--- src/rtl/mem2p_port_arbiter.sv ---
`default_nettype none
// +----------------------------------------------------------------------+
// | mem2p_port_arbiter: round-robin sharing of a two-port block memory's  |
// | write and read ports among G_NUM_REQ native-port requesters.          |
// | Rev 1.0                                                               |
// +----------------------------------------------------------------------+
module mem2p_port_arbiter #(
  parameter int G_NUM_REQ    = 2,
  parameter int G_DATAWIDTH  = 32,
  parameter int G_ADDRWIDTH  = 10,
  parameter int G_WEWIDTH    = ((G_DATAWIDTH-1)/8)+1,
  parameter int G_RD_LATENCY = 1
) (
  input  logic                             s_aclk,
  input  logic                             s_aresetn,
  input  logic [G_NUM_REQ-1:0]             req_wr,
  input  logic [G_NUM_REQ*G_ADDRWIDTH-1:0] req_waddr,
  input  logic [G_NUM_REQ*G_DATAWIDTH-1:0] req_wdata,
  input  logic [G_NUM_REQ*G_WEWIDTH-1:0]   req_wstrb,
  output logic [G_NUM_REQ-1:0]             req_wgnt,
  input  logic [G_NUM_REQ-1:0]             req_rd,
  input  logic [G_NUM_REQ*G_ADDRWIDTH-1:0] req_raddr,
  output logic [G_NUM_REQ-1:0]             req_rgnt,
  output logic [G_NUM_REQ-1:0]             req_rvalid,
  output logic [G_DATAWIDTH-1:0]           req_rdata,
  output logic                             mem_wr,
  output logic [G_ADDRWIDTH-1:0]           mem_waddr,
  output logic [G_DATAWIDTH-1:0]           mem_wdata,
  output logic [G_WEWIDTH-1:0]             mem_wstrb,
  output logic                             mem_rd,
  output logic [G_ADDRWIDTH-1:0]           mem_raddr,
  input  logic [G_DATAWIDTH-1:0]           mem_rdata
);

  localparam int C_PTRW = $clog2(G_NUM_REQ);

  logic [G_ADDRWIDTH-1:0] w_waddr_arr [G_NUM_REQ];
  logic [G_DATAWIDTH-1:0] w_wdata_arr [G_NUM_REQ];
  logic [G_WEWIDTH-1:0]   w_wstrb_arr [G_NUM_REQ];
  logic [G_ADDRWIDTH-1:0] w_raddr_arr [G_NUM_REQ];

  genvar gi;
  generate
    for (gi = 0; gi < G_NUM_REQ; gi++) begin : g_slice
      assign w_waddr_arr[gi] = req_waddr[gi*G_ADDRWIDTH +: G_ADDRWIDTH];
      assign w_wdata_arr[gi] = req_wdata[gi*G_DATAWIDTH +: G_DATAWIDTH];
      assign w_wstrb_arr[gi] = req_wstrb[gi*G_WEWIDTH +: G_WEWIDTH];
      assign w_raddr_arr[gi] = req_raddr[gi*G_ADDRWIDTH +: G_ADDRWIDTH];
    end
  endgenerate

  // Returns {found, index}: scanning offsets high-to-low lets the closest
  // requester at or after the pointer overwrite any farther one.
  function automatic logic [C_PTRW:0] f_pick(input logic [G_NUM_REQ-1:0] req,
                                             input logic [C_PTRW-1:0]    ptr);
    logic [C_PTRW-1:0] idx;
    f_pick = '0;
    for (int off = G_NUM_REQ-1; off >= 0; off--) begin
      idx = C_PTRW'((int'(ptr) + off) % G_NUM_REQ);
      if (req[idx]) f_pick = {1'b1, idx};
    end
  endfunction

  function automatic logic [C_PTRW-1:0] f_next(input logic [C_PTRW-1:0] idx);
    return (int'(idx) == G_NUM_REQ-1) ? '0 : idx + 1'b1;
  endfunction

  logic [C_PTRW-1:0] r_wptr, r_rptr;
  logic [C_PTRW:0]   w_wpick, w_rpick;
  logic              w_wfound, w_rfound;
  logic [C_PTRW-1:0] w_widx, w_ridx;

  logic [G_RD_LATENCY-1:0] r_tag_vld;
  logic [C_PTRW-1:0]       r_tag_idx [G_RD_LATENCY];

  // Gating with reset keeps grants and memory strobes low while held in reset.
  assign w_wpick  = f_pick(req_wr & {G_NUM_REQ{s_aresetn}}, r_wptr);
  assign w_rpick  = f_pick(req_rd & {G_NUM_REQ{s_aresetn}}, r_rptr);
  assign w_wfound = w_wpick[C_PTRW];
  assign w_widx   = w_wpick[C_PTRW-1:0];
  assign w_rfound = w_rpick[C_PTRW];
  assign w_ridx   = w_rpick[C_PTRW-1:0];

  assign req_wgnt  = w_wfound ? (G_NUM_REQ'(1) << w_widx) : '0;
  assign req_rgnt  = w_rfound ? (G_NUM_REQ'(1) << w_ridx) : '0;

  assign mem_wr    = w_wfound;
  assign mem_waddr = w_wfound ? w_waddr_arr[w_widx] : '0;
  assign mem_wdata = w_wfound ? w_wdata_arr[w_widx] : '0;
  assign mem_wstrb = w_wfound ? w_wstrb_arr[w_widx] : '0;
  assign mem_rd    = w_rfound;
  assign mem_raddr = w_rfound ? w_raddr_arr[w_ridx] : '0;

  always_ff @(posedge s_aclk or negedge s_aresetn) begin
    if (!s_aresetn) begin
      r_wptr    <= '0;
      r_rptr    <= '0;
      r_tag_vld <= '0;
      for (int i = 0; i < G_RD_LATENCY; i++) r_tag_idx[i] <= '0;
    end else begin
      if (w_wfound) r_wptr <= f_next(w_widx);
      if (w_rfound) r_rptr <= f_next(w_ridx);
      r_tag_vld[0] <= w_rfound;
      r_tag_idx[0] <= w_ridx;
      for (int i = 1; i < G_RD_LATENCY; i++) begin
        r_tag_vld[i] <= r_tag_vld[i-1];
        r_tag_idx[i] <= r_tag_idx[i-1];
      end
    end
  end

  // The last tag stage lines up with mem_rdata of the read it describes.
  assign req_rvalid = r_tag_vld[G_RD_LATENCY-1] ?
                      (G_NUM_REQ'(1) << r_tag_idx[G_RD_LATENCY-1]) : '0;
  assign req_rdata  = mem_rdata;

endmodule
`default_nettype wire

--- config.mk ---
export PLATFORM = sky130hd
export DESIGN_NAME = mem2p_port_arbiter
export DESIGN_NICKNAME = d
export VERILOG_FILES = /design/src/rtl/mem2p_port_arbiter.sv
export SDC_FILE = /design/constraint.sdc
export NUM_CORES = 1
export LEC_CHECK = 0
export ABC_AREA = 1
export BUFFER_PORTS_ARGS = -buffer_cell sky130_fd_sc_hd__buf_4
export CAP_MARGIN = 0
export CORE_AREA = 4 4 94 96
export DETAILED_ROUTE_END_ITERATION = 6
export DIE_AREA = 0 0 98 100
export PLACE_DENSITY = 0.6
export RECOVER_POWER = 25
export SYNTH_ARGS = -nofsm -noshare
export SYNTH_HDL_FRONTEND = slang
export SYNTH_SLANG_ARGS = --single-unit
--- constraint.sdc ---
create_clock -name s_aclk -period 1.49 [get_ports s_aclk]
set_clock_uncertainty 0.1 [all_clocks]
set_input_delay 0.149 -clock s_aclk [delete_from_list [all_inputs] [get_ports s_aclk]]
set_output_delay 0.149 -clock s_aclk [all_outputs]
set_load 0.02 [all_outputs]
==> metrics.txt <==
status=finished, violations left; violated checks=negative setup slack; Die H=100 µm; CTS tree=yes; slowest cell on the critical path=dfrtp_1; Mapped Avg Cell Area=5.07 µm²; Max Root-Sink Buffers=2; initial antenna violation count=0; hold endpoint=req_rdata[18]; Hold Path Stages=0; vias in the first global route=roughly 2200; PortBufs=181; Setup WS post-layout=-0.215 ns; clk sinks=4; critical path type=reg -> out; core footprint=around 8100 µm²; Worst-Skew Late Latency=roughly 0.21 ns; Unique masters post-synth=10; delay-heaviest family, CP=buffers and inverters; total wire length=7890 µm; LEAKAGE=1.85 nW; placed cells=490; Routed WL per cell=15.3 µm; first-pass GRT wire length=10700 µm; sequential area share after synthesis=under 10%; # DRC=0; # diodes=0; num ports=roughly 250; Final period util=114%; post-route ant nets=0; Worst path max stage delay=0.36 ns; GRT Overall Usage=13.2%; largest net degree at the start of global routing=50; die area=9800 µm²; DRT iter0 DRCs=40; CP bufs+invs=5; H-tree levels=1; fin nets=563; DR vias=2232; Slew Limit Fails=0; max_cap viols=0; PD cells=508 nW/µm²; synthesis-stage register bit count=4; largest family of logic cells by synthesized area=simple AND/OR/NAND/NOR gates; # rows=33; CTS root buf=clkbuf_8; Synth Area in XOR/XNOR=0%; hpwl dp=4850 µm; Rel. slew slack=a little over 80%; worst r2r src=r_wptr; via/cell ratio=4.33; Worst-Margin Slew=0.269 ns; # setup viols final=47; area of the mapped netlist=1260 µm²; total iterations of the first detailed-routing run=4; simple-gate share of the synthesized area=59.7%; non-filler cells, final=approximately 520; most frequent cells in the layout=138 x buf_4, 89 x nand2_1, 54 x buf_6; unrepaired setup endpoints after global routing=true; critical path data required time=1.24 ns; Hold Path Origin=mem_rdata[18]; achievable clock frequency=586 MHz; Area growth syn-to-layout=161%; initial core utilization=15.7%; commonest non-fill, non-tap cell in the layout=buf_4; Min-Delay Path Class=in -> out; die width=approximately 100 µm; syn_nets=399; clock-pin slew on the worst setup and hold paths=0.03 ns; CP Max Fanout=6; CP endpoint kind=output port; Synth Area in Compound Gates=under 10%; WP data arrival=around 1.5 ns; crit path time final=about 1.7 ns; GP Congestion=0.866; Synth warnings=0; CP Launch Type=register; Num CTS Buffers=3; Critical R2R Capture=r_wptr; adder-cell share of the synthesized area=0%; share of post-route cells with drive strength above 1=between 60% and 70%; Synth Instances=between 200 and 250; Final Instance Area=3300 µm²; final hold vios=0; total grt overflow=0; VDD IR max=between 0.0004 and 0.0005 V; Reg2Reg Depth=8; CP Cell Sequence=inv_2 > nand2_2 > nand2_4 > buf_12 > buf_12 > clkbuf_16 > nand3_1 > nand2_1 > buf_6; post-synthesis mux area share=0%; flop-to-flop setup slack=around 0.23 ns; Placement Setup Slack=~0.038 ns; most used cell, CP=buf_12; Post-DP Area=2480 µm²
[registers in the layout, indices dropped and copies added, names as in the netlist]
register,count
r_wptr,1
r_tag_vld,1
r_tag_idx,1
r_rptr,1
[final cells by class]
class / count / area, µm²
Timing Repair Buffer: 208 / 2010
Fill cell: 812 / 4750
Tap cell: 105 / 131
Sequential cell: 4 / 100
Clock buffer: 3 / 41.3
Inverter: 8 / 30.0
Multi-Input combinational cell: 188 / 982
[report_power, final]
part	internal (mW)	switching [mW]	leakage, nW
logic	0.705	0.625	1.78
registers	0.121	0.00493	0.0478
clock network	0.172	0.0505	0.0216
total	0.998	0.680	1.85
[cells in the mapped netlist]
master / number / area [µm²]
nor2_1: 1 / 3.75
buf_2: 10 / 50.1
a21oi_2: 1 / 8.76
a21oi_1: 2 / 10.0
o21ai_0: 2 / 10.0
dfrtp_1: 4 / 100
nand3_1: 56 / 280
buf_4: 40 / 300
inv_1: 8 / 30.0
nand2_1: 125 / 469
[metal layers]
metal / share of wire [%] / vias to the layer above / GRT usage, %
met5: 0 / - / 0
met4: 2.1 / 0 / 4.37
met3: 6.8 / 17 / 2.50
met2: 56 / 105 / 25.8
met1: 35 / 1024 / 14.1
li1: - / 1086 / -
[what timing repair did]
| action | CTS | global route |
|---|---|---|
| cloned | 7 | 5 |
| hold buffers | 1 | 0 |
| hold endpoints to repair | 4 | 0 |
| gates resized for setup | 62 | 59 |
| pin swaps | 5 | 8 |
| endpoints found under the setup margin | 58 | 59 |
| setup buffers | 6 | 4 |
[through the flow]
stage          hold slack (ns)  TNS (ns)  total power [mW]  utilization [%]
2_1_floorplan           -0.247         0             0.707                -
3_3_place_gp            -0.134         0              1.11             30.9
3_5_place_dp            -0.134         0              1.12             30.9
4_1_cts                  0.198     -7.01              1.57             37.2
5_1_grt                  0.198    -11.51              1.79             41.0
6_report                 0.198     -7.50              1.68             41.0
[kinds of logic after synthesis]
kind of cell,Yosys count
AND/OR/NAND/NOR,182
buffers and inverters,58
AO/OA/AOI/OAI,5
flip-flops,4
[how the worst max path moves through the flow]
stage	from	endpoint	slack, ns	cells after the start
detailed placement	r_wptr	mem_wstrb[0]	0.04	7
CTS	r_wptr	mem_waddr[2]	-0.18	8
finish	r_wptr	mem_waddr[2]	-0.22	9
floorplan	r_wptr	mem_wdata[10]	0.16	7
global placement	r_wptr	mem_wdata[2]	0.05	7
global route	r_wptr	mem_waddr[2]	-0.29	9
No activity file was read; power rests on OpenSTA's default activity.
